--- src/rtl/frontend_pkg.sv ---
// Shared types and constants for the D1 instruction-buffer sequencer.
package frontend_pkg;

    localparam int LINE_BYTES = 64;
    localparam int OFF_W      = 6;
    localparam int LINE_W     = LINE_BYTES * 8;

    // Offset at which a 32-bit instruction spills into the next line.
    localparam logic [OFF_W-1:0] STRADDLE_OFF = OFF_W'(LINE_BYTES - 2);

    typedef enum logic [1:0] {
        FILL      = 2'd0,
        RUN       = 2'd1,
        SPAN_WAIT = 2'd2,
        EXC_HOLD  = 2'd3
    } ibuff_state_t;

    // One buffered fill: the line bytes plus its fetch-fault flag.
    typedef struct packed {
        logic              exc;
        logic [LINE_W-1:0] data;
    } line_entry_t;

    // Low two bits of the first parcel select 16-bit (RVC) or 32-bit encoding.
    function automatic logic is_rvc(input logic [1:0] lo_bits);
        return lo_bits != 2'b11;
    endfunction

endpackage

--- src/rtl/ibuff_line_fifo.sv ---
// Two-entry line buffer. Exposes the head entry and the first two bytes
// of the second entry (all the straddle merge ever needs from it).
// rst is active-low and synchronous; clear_i flushes both slots.
module ibuff_line_fifo
    import frontend_pkg::*;
(
    input  logic              clk,
    input  logic              rst,
    input  logic              clear_i,
    input  logic              push_i,
    input  line_entry_t       push_entry_i,
    input  logic              pop_i,
    output logic [1:0]        count_o,
    output line_entry_t       head_o,
    output logic [15:0]       second_prefix_o
);

    logic        wr_ptr_q;
    logic        wr_ptr_d;
    logic        rd_ptr_q;
    logic        rd_ptr_d;
    logic [1:0]  count_q;
    logic [1:0]  count_d;
    logic        push_ok;
    logic        pop_ok;
    line_entry_t slot_rd [2];

    // Guard against overflow/underflow even if the caller misbehaves.
    assign push_ok = push_i && (count_q != 2'd2);
    assign pop_ok  = pop_i  && (count_q != 2'd0);

    // One storage register per slot; only the slot under the write pointer loads.
    generate
        for (genvar gi = 0; gi < 2; gi++) begin : g_slot
            line_entry_t slot_q;

            // Capture the fill into this slot when it is the write target.
            always_ff @(posedge clk) begin
                if (push_ok && (wr_ptr_q == 1'(gi))) begin
                    slot_q <= push_entry_i;
                end
            end

            assign slot_rd[gi] = slot_q;
        end
    endgenerate

    // Pointer and occupancy next-state; simultaneous push+pop keeps count.
    always_comb begin
        wr_ptr_d = wr_ptr_q;
        rd_ptr_d = rd_ptr_q;
        count_d  = count_q;
        if (push_ok) begin
            wr_ptr_d = ~wr_ptr_q;
        end
        if (pop_ok) begin
            rd_ptr_d = ~rd_ptr_q;
        end
        case ({push_ok, pop_ok})
            2'b10:   count_d = count_q + 2'd1;
            2'b01:   count_d = count_q - 2'd1;
            default: count_d = count_q;
        endcase
    end

    // Pointer/occupancy registers; reset and flush both empty the buffer.
    always_ff @(posedge clk) begin
        if (!rst || clear_i) begin
            wr_ptr_q <= 1'b0;
            rd_ptr_q <= 1'b0;
            count_q  <= 2'd0;
        end else begin
            wr_ptr_q <= wr_ptr_d;
            rd_ptr_q <= rd_ptr_d;
            count_q  <= count_d;
        end
    end

    assign count_o         = count_q;
    assign head_o          = slot_rd[rd_ptr_q];
    assign second_prefix_o = slot_rd[~rd_ptr_q].data[15:0];

endmodule

--- src/rtl/ibuff_fetch_ctrl.sv ---
// D1 fetch sequencer: buffers up to two I-cache lines, walks the PC through
// the head line, and presents a rotator-ready line plus byte shift per
// instruction. Handles line-straddling 32-bit instructions, fetch faults,
// misaligned PCs and resteers (which also filter stale in-flight fills).
module ibuff_fetch_ctrl
    import frontend_pkg::*;
#(
    parameter int              XLEN     = 32,
    parameter logic [XLEN-1:0] RESET_PC = '0
) (
    input  logic              clk,
    input  logic              rst,
    input  logic              resteer,
    input  logic [XLEN-1:0]   resteer_target,
    input  logic              line_valid,
    output logic              line_ready,
    input  logic [XLEN-1:0]   line_addr,
    input  logic [LINE_W-1:0] line_data,
    input  logic              line_exc,
    output logic              inst_valid,
    input  logic              inst_ready,
    output logic [LINE_W-1:0] rot_line,
    output logic [OFF_W-1:0]  rot_shift,
    output logic [XLEN-1:0]   pc,
    output logic              compressed,
    output logic              exception_out
);

    ibuff_state_t      state_q;
    ibuff_state_t      state_d;
    logic [XLEN-1:0]   pc_q;
    logic [XLEN-1:0]   pc_d;
    logic [XLEN-1:0]   expect_q;
    logic [XLEN-1:0]   expect_d;

    logic [1:0]        fifo_count;
    line_entry_t       head;
    logic [15:0]       second_prefix;
    line_entry_t       push_entry;

    logic [OFF_W-1:0]  off;
    logic              head_valid;
    logic              second_valid;
    logic              head_rvc;
    logic              exc_cond;
    logic              straddle;
    logic              span_pending;
    logic              push;
    logic              pop;
    logic              fire;
    logic              advance;
    logic [XLEN-1:0]   inst_len;
    logic [OFF_W:0]    end_sum;
    logic [LINE_W-1:0] merged_line;

    // Aligns an address down to its line base.
    function automatic logic [XLEN-1:0] line_base(input logic [XLEN-1:0] addr);
        return {addr[XLEN-1:OFF_W], {OFF_W{1'b0}}};
    endfunction

    // ------------------------------------------------------------------
    // Line buffer
    // ------------------------------------------------------------------
    assign push_entry = '{exc: line_exc, data: line_data};

    ibuff_line_fifo u_fifo (
        .clk             (clk),
        .rst             (rst),
        .clear_i         (resteer),
        .push_i          (push),
        .push_entry_i    (push_entry),
        .pop_i           (pop),
        .count_o         (fifo_count),
        .head_o          (head),
        .second_prefix_o (second_prefix)
    );

    // ------------------------------------------------------------------
    // Decode of the current window
    // ------------------------------------------------------------------
    assign off          = pc_q[OFF_W-1:0];
    assign head_valid   = (fifo_count != 2'd0);
    assign second_valid = (fifo_count == 2'd2);
    assign head_rvc     = is_rvc(head.data[{off, 3'b000} +: 2]);

    // A faulting line or an odd PC turns the window into an exception report.
    assign exc_cond     = head_valid && (head.exc || pc_q[0]);

    // A 32-bit instruction at the last parcel needs bytes 0..1 of the next line.
    assign straddle     = (off == STRADDLE_OFF) && !head_rvc;
    assign span_pending = straddle && !second_valid;

    // Head bytes 0..1 are never part of a straddling instruction, so they are
    // overwritten with the next line's first parcel; the rotator wraps mod 64.
    assign merged_line  = {head.data[LINE_W-1:16], second_prefix};

    // ------------------------------------------------------------------
    // Fill acceptance and instruction advance
    // ------------------------------------------------------------------
    assign line_ready = (fifo_count != 2'd2);

    // Fills for any address other than the expected one are stale; drop them.
    assign push = line_valid && line_ready && (line_addr == expect_q) && !resteer;

    assign fire     = inst_valid && inst_ready;
    assign advance  = (state_q == RUN) && fire && !exc_cond && !resteer;
    assign inst_len = head_rvc ? XLEN'(2) : XLEN'(4);

    // Carry out of offset+length means the instruction consumed the head line.
    assign end_sum  = {1'b0, off} + (OFF_W + 1)'(head_rvc ? 2 : 4);
    assign pop      = advance && end_sum[OFF_W];

    // ------------------------------------------------------------------
    // FSM
    // ------------------------------------------------------------------

    // State register.
    always_ff @(posedge clk) begin
        if (!rst) begin
            state_q <= FILL;
        end else begin
            state_q <= state_d;
        end
    end

    // Next-state: resteer dominates; otherwise track buffer occupancy and faults.
    always_comb begin
        state_d = state_q;
        if (resteer) begin
            state_d = FILL;
        end else begin
            case (state_q)
                FILL: begin
                    if (head_valid || push) begin
                        state_d = RUN;
                    end
                end
                RUN: begin
                    if (exc_cond) begin
                        state_d = EXC_HOLD;
                    end else if (pop && (fifo_count == 2'd1) && !push) begin
                        state_d = FILL;
                    end else if (span_pending && !push) begin
                        state_d = SPAN_WAIT;
                    end
                end
                SPAN_WAIT: begin
                    if (push) begin
                        state_d = RUN;
                    end
                end
                EXC_HOLD: begin
                    state_d = EXC_HOLD;
                end
                default: begin
                    state_d = FILL;
                end
            endcase
        end
    end

    // Outputs: window validity from state, line/shift/compressed only when valid.
    always_comb begin
        inst_valid    = 1'b0;
        exception_out = 1'b0;
        rot_line      = '0;
        rot_shift     = '0;
        compressed    = 1'b0;
        case (state_q)
            RUN: begin
                if (exc_cond) begin
                    inst_valid    = 1'b1;
                    exception_out = 1'b1;
                end else begin
                    inst_valid    = !span_pending;
                end
            end
            EXC_HOLD: begin
                inst_valid    = 1'b1;
                exception_out = 1'b1;
            end
            default: begin
                inst_valid    = 1'b0;
            end
        endcase
        if (inst_valid) begin
            rot_line   = (straddle && second_valid) ? merged_line : head.data;
            rot_shift  = off;
            compressed = head_rvc;
        end
    end

    // ------------------------------------------------------------------
    // PC and expected-fill-address registers
    // ------------------------------------------------------------------

    // PC moves on resteer or on an accepted non-faulting instruction;
    // the expected fill address steps one line per accepted fill.
    always_comb begin
        pc_d     = pc_q;
        expect_d = expect_q;
        if (resteer) begin
            pc_d     = resteer_target;
            expect_d = line_base(resteer_target);
        end else begin
            if (advance) begin
                pc_d = pc_q + inst_len;
            end
            if (push) begin
                expect_d = expect_q + XLEN'(LINE_BYTES);
            end
        end
    end

    // PC / expected-address storage.
    always_ff @(posedge clk) begin
        if (!rst) begin
            pc_q     <= RESET_PC;
            expect_q <= line_base(RESET_PC);
        end else begin
            pc_q     <= pc_d;
            expect_q <= expect_d;
        end
    end

    assign pc = pc_q;

endmodule
--- config.mk ---
export PLATFORM = sky130hd
export DESIGN_NAME = ibuff_fetch_ctrl
export DESIGN_NICKNAME = d
export VERILOG_FILES = /design/src/rtl/frontend_pkg.sv /design/src/rtl/ibuff_line_fifo.sv /design/src/rtl/ibuff_fetch_ctrl.sv
export SDC_FILE = /design/constraint.sdc
export NUM_CORES = 1
export LEC_CHECK = 0
export ABC_CLOCK_PERIOD_IN_PS = 42200
export BUFFER_PORTS_ARGS = -buffer_cell sky130_fd_sc_hd__buf_2
export CORE_AREA = 5 5 440 442
export CTS_CLUSTER_DIAMETER = 200
export CTS_CLUSTER_SIZE = 25
export DETAILED_ROUTE_END_ITERATION = 8
export DIE_AREA = 0 0 445 447
export PLACE_DENSITY_LB_ADDON = 0.3
export SYNTH_ARGS = -nofsm -noshare
export SYNTH_HDL_FRONTEND = slang
export SYNTH_SLANG_ARGS = --single-unit
--- constraint.sdc ---
create_clock -name clk -period 42.2 [get_ports clk]
set_input_delay 12.66 -clock clk [delete_from_list [all_inputs] [get_ports clk]]
set_output_delay 12.66 -clock clk [all_outputs]
set_load 0.01 [all_outputs]
==> results_dict.tcl, run 1 <==
set metrics [dict create \
    ant_nets 0 \
    cts_root_buf "clkbuf_16" \
    p_int_uw 1440 \
    ctsHoldBuffers 0 \
    clk_latency_ns 0.71 \
    final.fill_count 19433 \
    cts_buffers 49 \
    synth_flop_cell "edfxtp_1" \
    ys_ff_latch 1090 \
    arrival_ns 8.06 \
    setup_tns_ns 0 \
    critPathRequiredTime_ns 29.54 \
    fin_nets 4627 \
    fp.dieArea_um2 199000 \
    routed_wl_um 183000 \
    rsz0062_at_grt "no" \
    dpl_cell_area_um2 52700 \
    comb_power_share_pct 3.8 \
    worstPathCellList "buf_4, buf_4, buf_4, nand3_1, nand3_1, nand4_1, o21ai_1, o21ai_1, o21ai_4, buf_4, buf_12, buf_4, nor2_1, buf_2" \
    wl_per_cell_um 27.7 \
    overflow 0 \
    cap_viol_max_count 0 \
    hold_viol 0 \
    drv_slew 0 \
    die_h_um 447 \
    max_freq_ghz 0.0483 \
    grt_pass1_vias 28640 \
    cp_slowest_cell "buf_4" \
    post_cts_buffers 0 \
    grt_use_total_pct 17.4 \
    async_flop_share_pct 0 \
    cts_max_path_buffers 3 \
    crit_path_frequent_cell "buf_4" \
    power.static_leakage_uw 0.0190 \
    worstSetupPathType "reg2out" \
    h-tree-depth 2 \
    antenna_found_initial 146 \
    pwr-share-clk_pct 31.4 \
    gp_congestion 0.944 \
    switching_share_pct 21.5 \
    vias_per_cell 4.47 \
    synth_nets 3564 \
    seqPwrFrac_pct 64.8 \
    relSlewSlack_pct 17.9 \
    path_delay_family "buffers and inverters" \
    drive_gt1_share_pct 31.5 \
    die_x_um 445 \
    peakVddDrop_mv 0.0302 \
    setup_ws_ns 21.48 \
    period_share_pct 49.1 \
    area_growth_pct 22.4 \
    grt_max_degree 161 \
    start_util_pct 23.4 \
    path_buf_inv 7 \
    core_um2 189000 \
    tightestPinTransition_ns 1.20 \
    total_power_uw 1830 \
    ys_warn_count 0 \
    synth.cell_area_um2 44300 \
    pwr_density_cell_nw_per_um2 33.8 \
    place_ws_ns 21.94 \
    rows 160 \
    skew_ns 0.0343 \
    numClockSinks 1090 \
    worstHoldPathType "reg2reg" \
    hpwlAfterDp_um 140000 \
    fin_area_um2 54200 \
    synth-edff-count 1026 \
    crit_path_max_fanout 160 \
    grt_pass1_wl_um 240000 \
    start_kind "flip-flop" \
    setup_viol 0 \
    period_needed_ns 20.72 \
    io_buffers 1135 \
    cts_tree "yes" \
    dr_total_vias 29565 \
    drt-pass1-iter-count 5 \
    path_clk_slew_ns 0.11 \
    switchingPower_uw 395 \
    yosysSeqAreaShare_pct 72.4 \
    slowest_delay_ns 0.92 \
    drc_errors 0 \
    drt_iter0_drc 2353 \
    syn-mean-instance-area_um2 14.9 \
    ctsResizeCount 0 \
    synth.distinct_cells 68 \
    ios 1136 \
    synthCells 2974 \
    end_kind "output pin" \
    outcome "finished, final reports clean" \
]
==> cell type report <==
class	count	area, µm²	share of cell area, %
flip-flops and latches	1090	32100	59.2
multi-input cells	1694	11400	20.9
repair buffers	1177	6060	11.2
well taps	2511	3140	5.79
clock buffers	72	1360	2.50
diodes	40	100	0.185
inverters	25	93.8	0.173
clock inverters	2	20.0	0.0369
==> cells in the mapped netlist, types with 3 or more instances <==
| master | number | area share, % |
|---|---|---|
| clkbuf_1 | 82 | 0.69 |
| a211oi_1 | 13 | 0.22 |
| nor3b_1 | 4 | 0.068 |
| nor2_1 | 559 | 4.7 |
| a21oi_1 | 72 | 0.81 |
| nand3_1 | 73 | 0.82 |
| dfxtp_1 | 64 | 2.9 |
| and4_1 | 6 | 0.12 |
| or2_2 | 7 | 0.099 |
| nor2b_1 | 4 | 0.056 |
| a31oi_1 | 6 | 0.085 |
| nor4_1 | 8 | 0.11 |
| nand4_1 | 30 | 0.42 |
| mux2_2 | 4 | 0.10 |
| nor3_1 | 32 | 0.36 |
| buf_2 | 54 | 0.61 |
| inv_1 | 22 | 0.19 |
| o31ai_1 | 3 | 0.051 |
| nor4b_1 | 5 | 0.099 |
| mux2i_1 | 506 | 11 |
| or3_1 | 7 | 0.099 |
| o311a_1 | 3 | 0.068 |
| o311ai_0 | 4 | 0.079 |
| nand2_1 | 105 | 0.89 |
| inv_2 | 3 | 0.025 |
| or4_1 | 3 | 0.051 |
| mux4_2 | 20 | 1.0 |
| edfxtp_1 | 1026 | 70 |
| xor2_1 | 3 | 0.059 |
| nand3b_1 | 17 | 0.29 |
| o21ai_0 | 56 | 0.63 |
| ha_1 | 7 | 0.20 |
| nand2b_1 | 6 | 0.085 |
| and3_1 | 18 | 0.25 |
| buf_6 | 4 | 0.10 |
| and2_1 | 5 | 0.071 |
| buf_4 | 23 | 0.39 |
| o21ai_1 | 3 | 0.034 |
| a311oi_1 | 4 | 0.079 |
| a221oi_1 | 17 | 0.34 |
| xnor2_1 | 51 | 1.0 |
==> power by group through the flow <==
stage / combinational [µW] / clock [µW] / sequential [µW]
2_1_floorplan: 19.9 / 0 / 1210
3_3_place_gp: 67.1 / 0 / 1210
3_5_place_dp: 69.8 / 0 / 1210
4_1_cts: 70.0 / 604 / 1190
5_1_grt: 75.1 / 637 / 1190
6_report: 69.2 / 575 / 1190
==> worst min-delay path, cell delays in order (launching register included) <==
cell,delay [ns]
dfxtp_1,0.37
nand2_1,0.07
a211oi_1,0.06
==> registers in the layout (all words and copies together) (netlist names) <==
signal and flops:
expect_q 26, pc 32, state_q 2, u_fifo.count_o 2
u_fifo.g_slot.slot_q 1026, u_fifo.rd_ptr_q 1, u_fifo.wr_ptr_q 1
==> logic make-up after synthesis <==
| family | Yosys count | synth area share, % |
|---|---|---|
| buffers and inverters | 190 | 2.02 |
| adder cells (fa/ha/maj) | 8 | 0.243 |
| flip-flops | 1090 | 72.4 |
| XOR/XNOR | 54 | 1.07 |
| multiplexers | 531 | 12.6 |
| AO/OA/AOI/OAI | 203 | 2.85 |
| AND/OR/NAND/NOR | 898 | 8.83 |
==> per-layer routing <==
layer	global-route usage, %	vias to the layer above	wire (µm)
met1	22.4	14832	75800
met5	0	-	145
met3	3.33	337	11100
met2	29.7	1176	90600
met4	4.91	26	5510
li1	-	13194	-
==> path summary, 6_finish.rpt <==
check | startpoint | endpoint | slack, ns | cells past startpoint
worst max-delay path | u_fifo.rd_ptr_q | rot_line[183] | 21.48 | 14
worst min-delay path | pc[12] | pc[13] | 0.54 | 2
worst min register to register | pc[12] | pc[13] | 0.54 | 2
worst max register to register | u_fifo.rd_ptr_q | pc[17] | 34.70 | 16
==> through the flow <==
step                instances  util, %  hold WS (ns)
floorplan                2974        -         0.481
global placement         6497     27.9         0.506
detailed placement       6497     27.9         0.511
CTS                      6571     28.6         0.534
global route             6593     28.6         0.574
finish                   6611     28.7         0.538
==> cell usage in the layout (no fill, tap or decap), types with 8 or more instances in the layout <==
| cell | n |
|---|---|
| o21ai_0 | 56 |
| nand3b_1 | 17 |
| nor4_1 | 8 |
| xnor2_1 | 51 |
| buf_2 | 1135 |
| buf_4 | 37 |
| mux4_2 | 20 |
| nand4_1 | 30 |
| mux2i_1 | 505 |
| a21oi_1 | 72 |
| a211oi_1 | 13 |
| dfxtp_1 | 62 |
| clkbuf_1 | 21 |
| nor3_1 | 32 |
| clkbuf_16 | 51 |
| inv_1 | 21 |
| and3_1 | 18 |
| diode_2 | 40 |
| a221oi_1 | 17 |
| nand2_1 | 105 |
| edfxtp_1 | 1026 |
| nand3_1 | 73 |
| nor2_1 | 557 |
No activity file was read; power rests on OpenSTA's default activity.
==> run 2: changes to the inputs <==
- ABC_AREA: unset -> 1
- ABC_CLOCK_PERIOD_IN_PS: 42200 -> 17200
- CORE_AREA: 5 5 440 442 -> 5 5 441 443
- DIE_AREA: 0 0 445 447 -> 0 0 446 448
- clock period: 42.2 -> 17.2 ns (I/O delays scaled with it)
==> run 2 against run 1 <==
  * Combinational power rose to 3.1 times the previous value
  * Sequential cell count did not move
  * Power rose by 150%
  * Clock-buffer cell count fell by 3
  * Final area fell by 0.18%
==> results_dict.tcl, run 2 <==
set metrics [dict create \
    holdPathStages 2 \
    yosys-top-cells-count "nand2_1 (1346), edfxtp_1 (1026), a21oi_1 (467)" \
    synth.distinct_cells 43 \
    drv_slew 0 \
    finalNonFillerCells 7427 \
    ys_warn_count 0 \
    routed_wl_um 194000 \
    rows 160 \
    switching_share_pct 22.3 \
    hold_viol 0 \
    synthTopCellsByArea "edfxtp_1 (69%), nand2_1 (11%), a21oi_1 (5.3%), dfxtp_1 (2.9%), nand3_1 (1.7%)" \
    start_kind "flip-flop" \
    period_share_pct 75.1 \
    yosysSeqAreaShare_pct 72.3 \
    r2r_cells 27 \
    post_cts_buffers 0 \
    area_growth_pct 21.9 \
    skew_ns 0.0534 \
    grt_pass1_wl_um 257000 \
    final.fill_count 19791 \
    cap_viol_max_count 0 \
    top_register "u_fifo.g_slot.slot_q" \
    die_h_um 448 \
    syn-mean-instance-area_um2 11.6 \
    tightestPinTransition_ns 1.20 \
    end_kind "output pin" \
    synth_top_area_cell "edfxtp_1" \
    peakVddDrop_mv 0.0693 \
    synth_nets 4420 \
    hpwlAfterDp_um 143000 \
    drive_gt1_share_pct 26.1 \
    seqPwrFrac_pct 63.9 \
    setup_viol 0 \
    final_cell_mix "nand2_1 (1346), buf_2 (1135), edfxtp_1 (1026), a21oi_1 (467), nand3_1 (154)" \
    max_freq_ghz 0.0774 \
    overflow 0 \
    vias_per_cell 4.53 \
    synth-edff-count 1026 \
    worstHoldPathType "reg2reg" \
    drt_iter0_drc 2862 \
    worstSetupPathType "reg2out" \
    drt-pass1-iter-count 6 \
    setup_ws_ns 4.29 \
    pwr_density_cell_nw_per_um2 84.4 \
    relSlewSlack_pct 19.3 \
    start_util_pct 23.4 \
    synthCells 3830 \
    numClockSinks 1090 \
    fp.dieArea_um2 200000 \
    outcome "finished, final reports clean" \
    clk_latency_ns 0.72 \
    synth_flop_cell "edfxtp_1" \
    antenna_found_initial 94 \
    ctsHoldBuffers 0 \
    h-tree-depth 2 \
    cts_root_buf "clkbuf_16" \
    switchingPower_uw 1020 \
    yosysMostFrequentCell "nand2_1" \
    critPathRequiredTime_ns 12.04 \
    async_flop_share_pct 0 \
    wl_per_cell_um 26.2 \
    power.static_leakage_uw 0.0216 \
    period_needed_ns 12.91 \
    synth.cell_area_um2 44400 \
    die_x_um 446 \
    synth_top_area_share_pct 69.4 \
    crit_path_max_fanout 201 \
    arrival_ns 7.75 \
    ys_ff_latch 1090 \
    fin_nets 5432 \
    pwr-share-clk_pct 31.4 \
    comb_power_share_pct 4.7 \
    ant_nets 0 \
    drc_errors 0 \
    grt_use_total_pct 18.3 \
    cts_buffers 50 \
    place_inst 7301 \
    path_clk_slew_ns 0.11 \
    cts_max_path_buffers 3 \
    ctsResizeCount 0 \
    rsz0062_at_grt "no" \
    utilization_pct 28.5 \
    place_ws_ns 4.96 \
    timing.hold.ws_ns 0.512 \
    dr_total_vias 33635 \
    grt_max_degree 202 \
    p_int_uw 3550 \
    cts_tree "yes" \
    layout_commonest_cell "nand2_1" \
    ios 1136 \
    grt_pass1_vias 31892 \
    gp_congestion 1.13 \
    core_um2 190000 \
    io_buffers 1135 \
    largest_reg_flops 1026 \
]
==> run 2: final timing paths <==
check / startpoint / to / slack [ns]
max: u_fifo.rd_ptr_q / rot_line[323] / 4.29
min: state_q[1] / state_q[1] / 0.51
max reg2reg: u_fifo.rd_ptr_q / pc[31] / 9.94
min reg2reg: state_q[1] / state_q[1] / 0.51
==> run 2: per-stage QoR <==
step | setup TNS [ns] | total power [µW] | area [µm²]
2_1_floorplan | -2911.70 | 3040 | 44400
3_3_place_gp | 0 | 3190 | 52600
3_5_place_dp | 0 | 3200 | 52600
4_1_cts | 0 | 4620 | 54000
5_1_grt | 0 | 4730 | 54100
6_report | 0 | 4570 | 54100
==> run 2: cell families after synthesis <==
family                     after synthesis  synth area share [%]
adders and majority gates                8                 0.242
AOI/OAI and AO/OA                      585                  6.81
DFF                                   1090                  72.3
xor gates and xnor gates                71                  1.44
and+or+nand+nor                       1708                  15.4
buffers and inverters                  368                  3.82
==> run 2: power by group through the flow <==
stage / clock network, µW / registers, µW / logic, µW
finish: 1430 / 2920 / 216
floorplan: 0 / 2970 / 64.0
global route: 1580 / 2920 / 235
detailed placement: 0 / 2980 / 218
CTS: 1490 / 2920 / 219
global placement: 0 / 2980 / 214
==> run 2: area by class of cell <==
class                   instances  area (µm²)  area share (%)
multi-input cells            2372       10600            19.7
flip-flops and latches       1090       32100            59.3
diodes                         52         130           0.240
well taps                    2511        3140            5.80
clock inverters                 5        80.1           0.148
repair buffers               1171        6060            11.2
clock buffers                  69        1340            2.48
inverters                     157         622            1.15
==> run 2: metal layers <==
metal	part of all wire [%]	GRT usage, %	vias to the layer above
met2	47	29.5	1389
met5	0.13	0	-
li1	-	-	15217
met3	8.6	5.50	316
met1	39	22.6	16677
met4	4.6	8.37	36
==> run 2: critical path: stages (launching register included) <==
cell,delay [ns]
dfxtp_4,0.97
buf_4,0.60
buf_4,0.57
buf_4,0.78
nand2_1,0.16
nand2_1,0.16
nand2_1,0.07
nand2_1,0.15
nor2_1,0.07
nand2_1,0.07
nand3_1,0.10
nand2_1,0.10
nand3_1,0.11
nand2_1,0.28
nand4_2,0.24
nand2_1,0.16
nand2_4,0.20
inv_16,0.51
buf_12,0.55
a21oi_1,0.22
buf_2,0.22
